File: src/rtl/alu_seq_pkg.sv
// Shared types for the ALU sequencing arbiter: ALU opcodes and controller states.
package alu_seq_pkg;

   typedef enum logic [1:0] {
      ADD     = 2'b00,
      PASS1   = 2'b01,
      PASS2   = 2'b10,
      ILLEGAL = 2'b11
   } alu_op_e;

   typedef enum logic [1:0] {
      IDLE    = 2'b00,
      SETTLE  = 2'b01,
      RESPOND = 2'b10
   } state_e;

endpackage

File: src/rtl/alu_seq_arbiter_rr_arb2.sv
// Two-way round-robin arbiter: one-hot grant, pointer advances only on an accepted grant.
module rr_arb2 (
   input  logic       clock,
   input  logic       reset,
   input  logic [1:0] req,
   input  logic       accept,
   output logic [1:0] grant
);

   // Index of the most recently accepted requester; reset value makes requester 0 win first.
   logic last_id;

   always_ff @(posedge clock) begin
      if (!reset) begin
         last_id <= 1'b1;
      end else if (accept) begin
         last_id <= grant[1];
      end
   end

   always_comb begin
      grant = 2'b00;
      case (req)
         2'b01:   grant = 2'b01;
         2'b10:   grant = 2'b10;
         2'b11:   grant = last_id ? 2'b01 : 2'b10;
         default: grant = 2'b00;
      endcase
   end

endmodule

File: src/rtl/alu_seq_arbiter.sv
// Shares one combinational ALU between two requesters: round-robin accept, settle wait,
// then a held response until rsp_ready.
module alu_seq_arbiter
   import alu_seq_pkg::*;
#(
   parameter int ADD_WAIT  = 3,
   parameter int PASS_WAIT = 1
) (
   input  logic        clock,
   input  logic        reset,
   input  logic [1:0]  req_valid,
   output logic [1:0]  req_ready,
   input  logic [3:0]  req_op,
   input  logic [15:0] req_a,
   input  logic [15:0] req_b,
   output logic [1:0]  alu_opcode,
   output logic [7:0]  alu_i1,
   output logic [7:0]  alu_i2,
   input  logic [7:0]  alu_o1,
   output logic        rsp_valid,
   input  logic        rsp_ready,
   output logic        rsp_id,
   output logic [7:0]  rsp_data,
   output logic        rsp_err,
   output logic        busy,
   output logic [1:0]  dbg_state
);

   // Handshakes: a request transfers on the edge where req_valid[n] & req_ready[n];
   // a response transfers on the edge where rsp_valid & rsp_ready. Both sides hold until then.

   if (ADD_WAIT < 1 || ADD_WAIT > 15 || PASS_WAIT < 1 || PASS_WAIT > 15) begin : g_bad_wait
      $error("alu_seq_arbiter: ADD_WAIT and PASS_WAIT must be within 1..15");
   end

   localparam logic [3:0] ADD_LOAD  = 4'(ADD_WAIT - 1);
   localparam logic [3:0] PASS_LOAD = 4'(PASS_WAIT - 1);

   state_e      state, state_nxt;
   logic [3:0]  cnt;
   logic [1:0]  grant;
   logic        accept;
   logic        acc_id;
   logic [1:0]  acc_op;
   logic [7:0]  acc_a, acc_b;

   rr_arb2 u_rr (
      .clock  (clock),
      .reset  (reset),
      .req    (req_valid),
      .accept (accept),
      .grant  (grant)
   );

   assign accept = |(req_valid & req_ready);
   assign acc_id = grant[1];
   assign acc_op = acc_id ? req_op[3:2]  : req_op[1:0];
   assign acc_a  = acc_id ? req_a[15:8]  : req_a[7:0];
   assign acc_b  = acc_id ? req_b[15:8]  : req_b[7:0];

   always_ff @(posedge clock) begin
      if (!reset) begin
         state <= IDLE;
      end else begin
         state <= state_nxt;
      end
   end

   always_comb begin
      state_nxt = state;
      case (state)
         IDLE:    if (accept) state_nxt = (acc_op == ILLEGAL) ? RESPOND : SETTLE;
         SETTLE:  if (cnt == 4'd0) state_nxt = RESPOND;
         RESPOND: if (rsp_ready) state_nxt = IDLE;
         default: state_nxt = IDLE;
      endcase
   end

   always_comb begin
      req_ready = (state == IDLE) ? grant : 2'b00;
      busy      = (state != IDLE);
      dbg_state = state;
   end

   // The counter holds remaining SETTLE cycles minus one, so SETTLE lasts exactly WAIT cycles.
   always_ff @(posedge clock) begin
      if (!reset) begin
         alu_opcode <= 2'b00;
         alu_i1     <= 8'h00;
         alu_i2     <= 8'h00;
         rsp_id     <= 1'b0;
         rsp_data   <= 8'h00;
         rsp_err    <= 1'b0;
         rsp_valid  <= 1'b0;
         cnt        <= 4'd0;
      end else begin
         if (accept) begin
            alu_opcode <= acc_op;
            alu_i1     <= acc_a;
            alu_i2     <= acc_b;
            rsp_id     <= acc_id;
            if (acc_op == ILLEGAL) begin
               cnt       <= 4'd0;
               rsp_data  <= 8'h00;
               rsp_err   <= 1'b1;
               rsp_valid <= 1'b1;
            end else begin
               cnt <= (acc_op == ADD) ? ADD_LOAD : PASS_LOAD;
            end
         end
         if (state == SETTLE) begin
            if (cnt == 4'd0) begin
               rsp_data  <= alu_o1;
               rsp_err   <= 1'b0;
               rsp_valid <= 1'b1;
            end else begin
               cnt <= cnt - 4'd1;
            end
         end
         if (state == RESPOND && rsp_ready) begin
            rsp_valid <= 1'b0;
         end
      end
   end

endmodule
File: config.mk
export PLATFORM = sky130hd
export DESIGN_NAME = alu_seq_arbiter
export DESIGN_NICKNAME = d
export VERILOG_FILES = /design/src/rtl/alu_seq_pkg.sv /design/src/rtl/alu_seq_arbiter_rr_arb2.sv /design/src/rtl/alu_seq_arbiter.sv
export SDC_FILE = /design/constraint.sdc
export NUM_CORES = 1
export LEC_CHECK = 0
export ABC_AREA = 1
export BUFFER_PORTS_ARGS = -buffer_cell sky130_fd_sc_hd__buf_4
export CAP_MARGIN = 25
export CORE_MARGIN = 2
export CORE_UTILIZATION = 42
export DETAILED_ROUTE_END_ITERATION = 16
export GPL_TIMING_DRIVEN = 0
export HOLD_SLACK_MARGIN = 0.06
export PLACE_DENSITY = 0.77
export SYNTH_ARGS = -nofsm -noshare
export SYNTH_HDL_FRONTEND = slang
export SYNTH_HIERARCHICAL = 1
export SYNTH_SLANG_ARGS = --single-unit
File: constraint.sdc
create_clock -name clock -period 1.4 [get_ports clock]
set_input_delay 0.14 -clock clock [delete_from_list [all_inputs] [get_ports clock]]
set_output_delay 0.14 -clock clock [all_outputs]
set_load 0.01 [all_outputs]
==> results.txt, run 1 <==
Status: finished with violations
Failing checks: setup timing
Worst hold path type: in -> reg
Routed via count: 2059
Clock tree sinks: 36
Reg2reg setup slack: -10 ps
DRC: 0
Synth Warn #: 6
Max Cap Viol: 0
Synth Register Bits: 36
Finished Cell Area: 0.00299 sq mm
Final worst setup slack: -9.73 ps
Mapped Nets: 301
Register area share after synthesis: 0.404
Critical Path, Cell by Cell: nand2_4 > and2_4 > nand3_4 > nand2_4 > clkbuf_16 > clkbuf_16 > o211a_1
Fin crit share: 1.01
H-tree levels: 2
Gr ovfl total: 0
Yosys cell types: 23
Ratio of cells with drive above 1 in the final layout: 0.434
Die H: 69.1 um
Tot Pwr: 5.24 mW
Max-slew headroom: 0.658
Placed cell area: 0.00246 sq mm
Largest net degree at the start of global routing: 13
Worst setup EP type: flip-flop
Hold Path Cell Cnt: 4
Worst r2r src: u_rr/last_id$_SDFFE_PN1P_
Finished Layout Cells: 412
Max incr delay on CP: 380 ps
Starting density of the core: 0.442
GRT Total Usage: 0.195
Antenna violations before repair: 0
WL per Instance: 13.9 um
Worst hold slack: 131 ps
Global placer's final weighted congestion: 0.861
Synthesized area: 0.00178 sq mm
Global-route wire length before repair: 7780 um
Area leader, netlist: dfxtp_1
ANT cells: 0
CTS tree: yes
Num CTS Buffers: 5
Antenna-violating nets left: 0
Fin. max-slew vios: 0
Setup violators final: 2
Post-route minimum period: 1410 ps
Post-Synthesis Cells: 251
Max Root-Sink Buffers: 2
CP startpoint kind: flip-flop
Number of port buffers: 82
Final hold violation count: 0
Clock Pin Slew Worst Setup and Hold Paths: 80 ps
Mean Syn Cell Area: 7.10 sq um
Detailed Routing Iterations Pass 1: 7
Row cnt: 23
Dominant cells by area after synthesis: dfxtp_1 (40%), nand2_1 (17%), o211a_1 (9.0%)
Die ar.: 0.00478 sq mm
Worst r2r path cells: 7
Final wirelength: 5750 um
Total Nets Final: 411
CP max-delay cell: dfxtp_4
Critical Path RT: 1580 ps
Final Skew: 3.15 ps
Pwr dens: 1760 mW/mm^2
Pleak: 1.64 nW
Placed cells: 383
Worst Path Arrival: 1590 ps
Vias in the first global route: 1774
Die W: 69.1 um
Fmax: 0.709 GHz
Core Area: 0.00403 sq mm
Post-layout util: 0.742
FF-to-FF End: alu_i1[3]$_SDFFE_PN0P_
Post-DP HPWL: 3380 um
Setup CP Type: reg -> reg
Worst ir drop on vdd: 0.00108 V
Via/cell ratio: 5.00
Hold_sp: rsp_ready
Initial DRC Count: 105
RSZ-0062 raised after global routing: yes
Crit path max fanout: 5
Num ports: 83
Root Buffer: clkbuf_8
Hold Path Sink: rsp_valid$_SDFF_PP0_
CP Buf/Inv Count: 2
CP delay by family, top: simple AND/OR/NAND/NOR gates
Area growth syn-to-layout: 67.7%
Worst slew pin tran: 513 ps
Top cell type's share of synthesized area: 0.404
Skew-Pair Late Insertion Delay: 280 ps
==> worst max-delay path by stage <==
stage                                         start                         to  slack (ps)  depth (start not counted)
after global placement    u_rr/last_id$_SDFFE_PN1P_     rsp_data[6]$_SDFF_PN0_        -220                         10
after global routing      u_rr/last_id$_SDFFE_PN1P_  u_rr/last_id$_SDFFE_PN1P_         -90                          9
after CTS                 u_rr/last_id$_SDFFE_PN1P_  u_rr/last_id$_SDFFE_PN1P_          -7                          9
final                     u_rr/last_id$_SDFFE_PN1P_     alu_i1[3]$_SDFFE_PN0P_         -10                          7
after floorplan           u_rr/last_id$_SDFFE_PN1P_     rsp_data[0]$_SDFF_PN0_          10                         10
after detailed placement  u_rr/last_id$_SDFFE_PN1P_     rsp_data[1]$_SDFF_PN0_        -240                         10
==> area by class of cell <==
cell class / instances / area [sq um]
Multi-Input combinational cell: 172 / 1010
Timing Repair Buffer: 101 / 826
Clock buffer: 5 / 68.8
Clock inverter: 3 / 42.5
Fill cell: 309 / 1040
Inverter: 34 / 133
Buffer: 11 / 115
Sequential cell: 36 / 727
Tap cell: 50 / 62.6
==> layout by cell type (no fill, tap or decap), types with 2 or more instances in the layout <==
cell       synthesis  final
nor2_1            12     10
nand3_2            3      3
o21ai_1            2      2
nand2_1           81     73
a21oi_1           10      9
nand3_1           25     23
buf_6              3      5
buf_8              0      4
nor2_4             1      3
buf_4              0     95
o21ai_0            8      7
o211a_1           16     16
clkbuf_8           0      5
inv_1             29     26
clkbuf_16          0      3
a21oi_2            1      2
nand2_2            5      8
nand2_4            0      5
nand3_4            0      3
inv_2              5      6
clkbuf_1           4      3
dfxtp_1           36     33
inv_4              0      2
dfxtp_2            0      2
==> flip-flops by register name, summed over array words and instances (netlist names) <==
signal        cells
dbg_state         2
rsp_err           1
alu_i2            8
u_rr/last_id      1
alu_opcode        2
rsp_data          8
rsp_id            1
alu_i1            8
cnt               4
rsp_valid         1
==> cell families after synthesis <==
logic type,count (synthesis),share of synthesized area
DFF,36,0.404
buffers and inverters,45,0.110
xor gates and xnor gates,2,0.00983
adders and majority gates,1,0.00702
and+or+nand+nor,129,0.313
AOI/OAI and AO/OA,38,0.155
==> metrics by stage <==
stage,TNS (ps),setup slack (ps)
after floorplan,0,12.8
after global placement,-2700,-220
after detailed placement,-3310,-244
after CTS,-10.8,-7.41
after global routing,-1470,-94.6
final,-13.1,-9.73
==> routing by layer <==
layer	part of all wire	global-route usage
met5	0	0
met2	0.49	0.331
met3	0.057	0.0380
met1	0.42	0.248
met4	0.025	0.0654
==> synth_stat cells <==
library cell   n
and2_1         1
nand3_1       25
nor2_4         1
ha_1           1
xnor2_1        1
dfxtp_1       36
buf_6          3
o21ai_1        2
nor2_1        12
inv_1         29
a21oi_1       10
o211a_1       16
buf_2          4
xor2_1         1
nand2_1       81
clkbuf_1       4
a21boi_1       1
nor3_1         1
nand3_2        3
inv_2          5
a21oi_2        1
nand2_2        5
o21ai_0        8
==> power breakdown <==
part / leakage (nW) / total [mW] / internal [mW] / switching (mW)
logic: 1.28 / 2.78 / 1.39 / 1.39
registers: 0.297 / 1.55 / 1.33 / 0.215
clock network: 0.0541 / 0.914 / 0.527 / 0.387
total: 1.64 / 5.24 / 3.25 / 1.99
==> worst register-to-register path, delay by kind of cell, from the launching register on <==
family / cells / cell delay, ps
AO/OA/AOI/OAI: 1 / 210
buffers and inverters: 2 / 320
flip-flops: 1 / 380
AND/OR/NAND/NOR: 4 / 400
==> timing repair <==
| item | 4_1_cts | 5_1_grt |
|---|---|---|
| pin swaps | 5 | 14 |
| endpoints found under the setup margin | 27 | 30 |
| setup buffers | 5 | 11 |
| hold buffers | 0 | 0 |
| gates resized for setup | 19 | 40 |
| gates cloned | 0 | 5 |
Power figures use the tool's default switching activity.
==> inputs of run 2 (changes only) <==
Settings changed: SKIP_LAST_GASP set to 1.
==> run 2 against run 1 <==
  * The flow still finishes with violations (setup timing)
  * Hold slack got worse by 0.69 ps
  * Die area unchanged
  * Sequential share of layout area about the same
  * Critical path type unchanged
  * Largest power group unchanged
==> results.txt, run 2 (same netlist as run 1, synthesis figures left out) <==
Core Area: 0.00403 sq mm (unchanged)
Worst r2r path cells: 10 (+3)
FF-to-FF End: cnt[1]$_SDFF_PN0_
Commonest non-fill, non-tap cell in the layout: buf_4
Reg2reg setup slack: -60 ps (-50 ps)
Area growth syn-to-layout: 67.5%
Commonest cells after routing, fill and taps aside: buf_4 (96), nand2_1 (74), dfxtp_1 (33), inv_1 (26), nand3_1 (24)
Antenna violations before repair: 0 (unchanged)
Pleak: 1.65 nW (+0.67%)
Crit path max fanout: 5 (unchanged)
Ratio of cells with drive above 1 in the final layout: 0.430 (-0.00395)
Post-layout util: 0.741 (-0.000932)
Global-route wire length before repair: 7730 um (-0.71%)
Final hold violation count: 0 (unchanged)
GRT Total Usage: 0.194 (-0.00122)
Filler Cell Count: 306 (-0.97%)
Initial DRC Count: 137 (+30%)
Worst r2r src: cnt[1]$_SDFF_PN0_
Worst Path Arrival: 1650 ps (+60 ps)
H-tree levels: 2 (unchanged)
Vias in the first global route: 1765 (-0.51%)
Max Root-Sink Buffers: 2 (unchanged)
Post-DP HPWL: 3380 um (unchanged)
Worst setup path end: cnt[1]$_SDFF_PN0_
Setup CP Type: reg -> reg
Fmax: 0.684 GHz (-3.6%)
Critical Path RT: 1590 ps (about the same)
CP max-delay cell: dfxtp_1
Num CTS Buffers: 5 (unchanged)
Hold_sp: rsp_ready
DRC: 0 (unchanged)
Final Skew: 1.89 ps (-1.25 ps)
Failing checks: setup timing
Largest net degree at the start of global routing: 13 (unchanged)
Max incr delay on CP: 370 ps (about the same)
Worst setup EP type: flip-flop
Number of port buffers: 82 (unchanged)
Worst ir drop on vdd: 0.00115 V (+5.9%)
Global placer's final weighted congestion: 0.861 (unchanged)
Total Nets Final: 412 (+0.24%)
Row cnt: 23 (unchanged)
Via/cell ratio: 4.99 (about the same)
Most used cell along the critical path: nand2_1
Final wirelength: 5770 um (+0.40%)
Worst hold path type: in -> reg
Skew-Pair Late Insertion Delay: 280 ps (about the same)
Final worst setup slack: -62.4 ps (-52.7 ps)
Pwr dens: 1760 mW/mm^2 (about the same)
Routed via count: 2062 (+0.15%)
WL per Instance: 14.0 um (+0.16%)
Worst slew pin tran: 513 ps (+0.431 ps)
CP startpoint kind: flip-flop
Die ar.: 0.00478 sq mm (unchanged)
Die H: 69.1 um (unchanged)
Die W: 69.1 um (unchanged)
Critical Path, Cell by Cell: inv_1 > ha_4 > nand2_1 > inv_2 > nor2_2 > nand2_1 > nand2_1 > inv_2 > nand2_1 > inv_1
Root Buffer: clkbuf_8
Starting density of the core: 0.442 (unchanged)
Clock tree sinks: 36 (unchanged)
Largest registers: alu_i1: 8 flops, alu_i2: 8 flops, rsp_data: 8 flops
Detailed Routing Iterations Pass 1: 4 (-3)
Clock Pin Slew Worst Setup and Hold Paths: 70 ps (about the same)
Max-slew headroom: 0.658 (about the same)
RSZ-0062 raised after global routing: yes
Num ports: 83 (unchanged)
Status: finished with violations
Fin crit share: 1.04 (+0.0376)
Max Cap Viol: 0 (unchanged)
Setup violators final: 8 (+6)
Hold_buf cts: 0 (unchanged)
Antenna-violating nets left: 0 (unchanged)
Setup TNS: -141 ps (-128 ps)
CTS tree: yes
CP startpoint: cnt[1]$_SDFF_PN0_
Gr ovfl total: 0 (unchanged)
ANT cells: 0 (unchanged)
Post-route minimum period: 1460 ps (+52.7 ps)
Fin. max-slew vios: 0 (unchanged)
## run 2: changes by cell type in the layout (fill, tap and decap cells not counted), sizes merged
cell / previous run / this run
clkbuf: 11 / 12
## run 2: layout make-up
cell class	count	area, sq um	area share
Sequential cell	36	727	0.244
Timing Repair Buffer	102	830	0.278
Inverter	34	133	0.0444
Buffer	11	115	0.0386
Clock inverter	3	42.5	0.0143
Clock buffer	5	68.8	0.0231
Multi-Input combinational cell	172	1010	0.337
Tap cell	50	62.6	0.0210
## run 2: worst min path at each step
| stage | endpoint | depth (start not counted) |
|---|---|---|
| finish | rsp_valid$_SDFF_PP0_ | 4 |
| global placement | u_rr/last_id$_SDFFE_PN1P_ | 3 |
| CTS | u_rr/last_id$_SDFFE_PN1P_ | 3 |
| global route | dbg_state[1]$_SDFFE_PN0P_ | 4 |
| detailed placement | u_rr/last_id$_SDFFE_PN1P_ | 3 |
| floorplan | u_rr/last_id$_SDFFE_PN1P_ | 3 |
## run 2: critical path: cells and delay by family (launching register included)
family        cells  cell delay, ps
fa+ha+maj         1             160
flops             1             370
simple gates      5             580
buf+inv           4             240
## run 2: repair_timing
action,CTS,global route
cloned,0,5
endpoints found under the setup margin,27,30
pin swaps,4,14
resized for setup,17,37
setup buffers,5,12
## run 2: metrics by stage
stage               power [mW]  setup slack [ps]  instance area [sq um]  hold WS (ps)  std cells
floorplan                 2.76              12.8                   1780           268        251
global placement          3.54              -220                   2460           398        383
detailed placement        3.57              -244                   2460           408        383
CTS                       4.64             -15.8                   2660           121        396
global route              5.57              -141                   2980           147        413
finish                    5.24             -62.4                   2980           131        413
## run 2: per-layer routing
metal  track usage  share of wire  vias to the layer above  wire [um]
met1         0.248           0.42                      941       2430
met5             0              0                        -          0
met2         0.327           0.50                       75       2860
li1              -              -                     1029          -
met4        0.0654          0.028                        0        161
met3        0.0380          0.054                       17        312
## run 2: report_power, final
part	switching, mW	internal, mW	total (mW)
Sequential	0.207	1.33	1.54
Combinational	1.38	1.40	2.79
Clock	0.384	0.527	0.911
Total	1.98	3.26	5.24
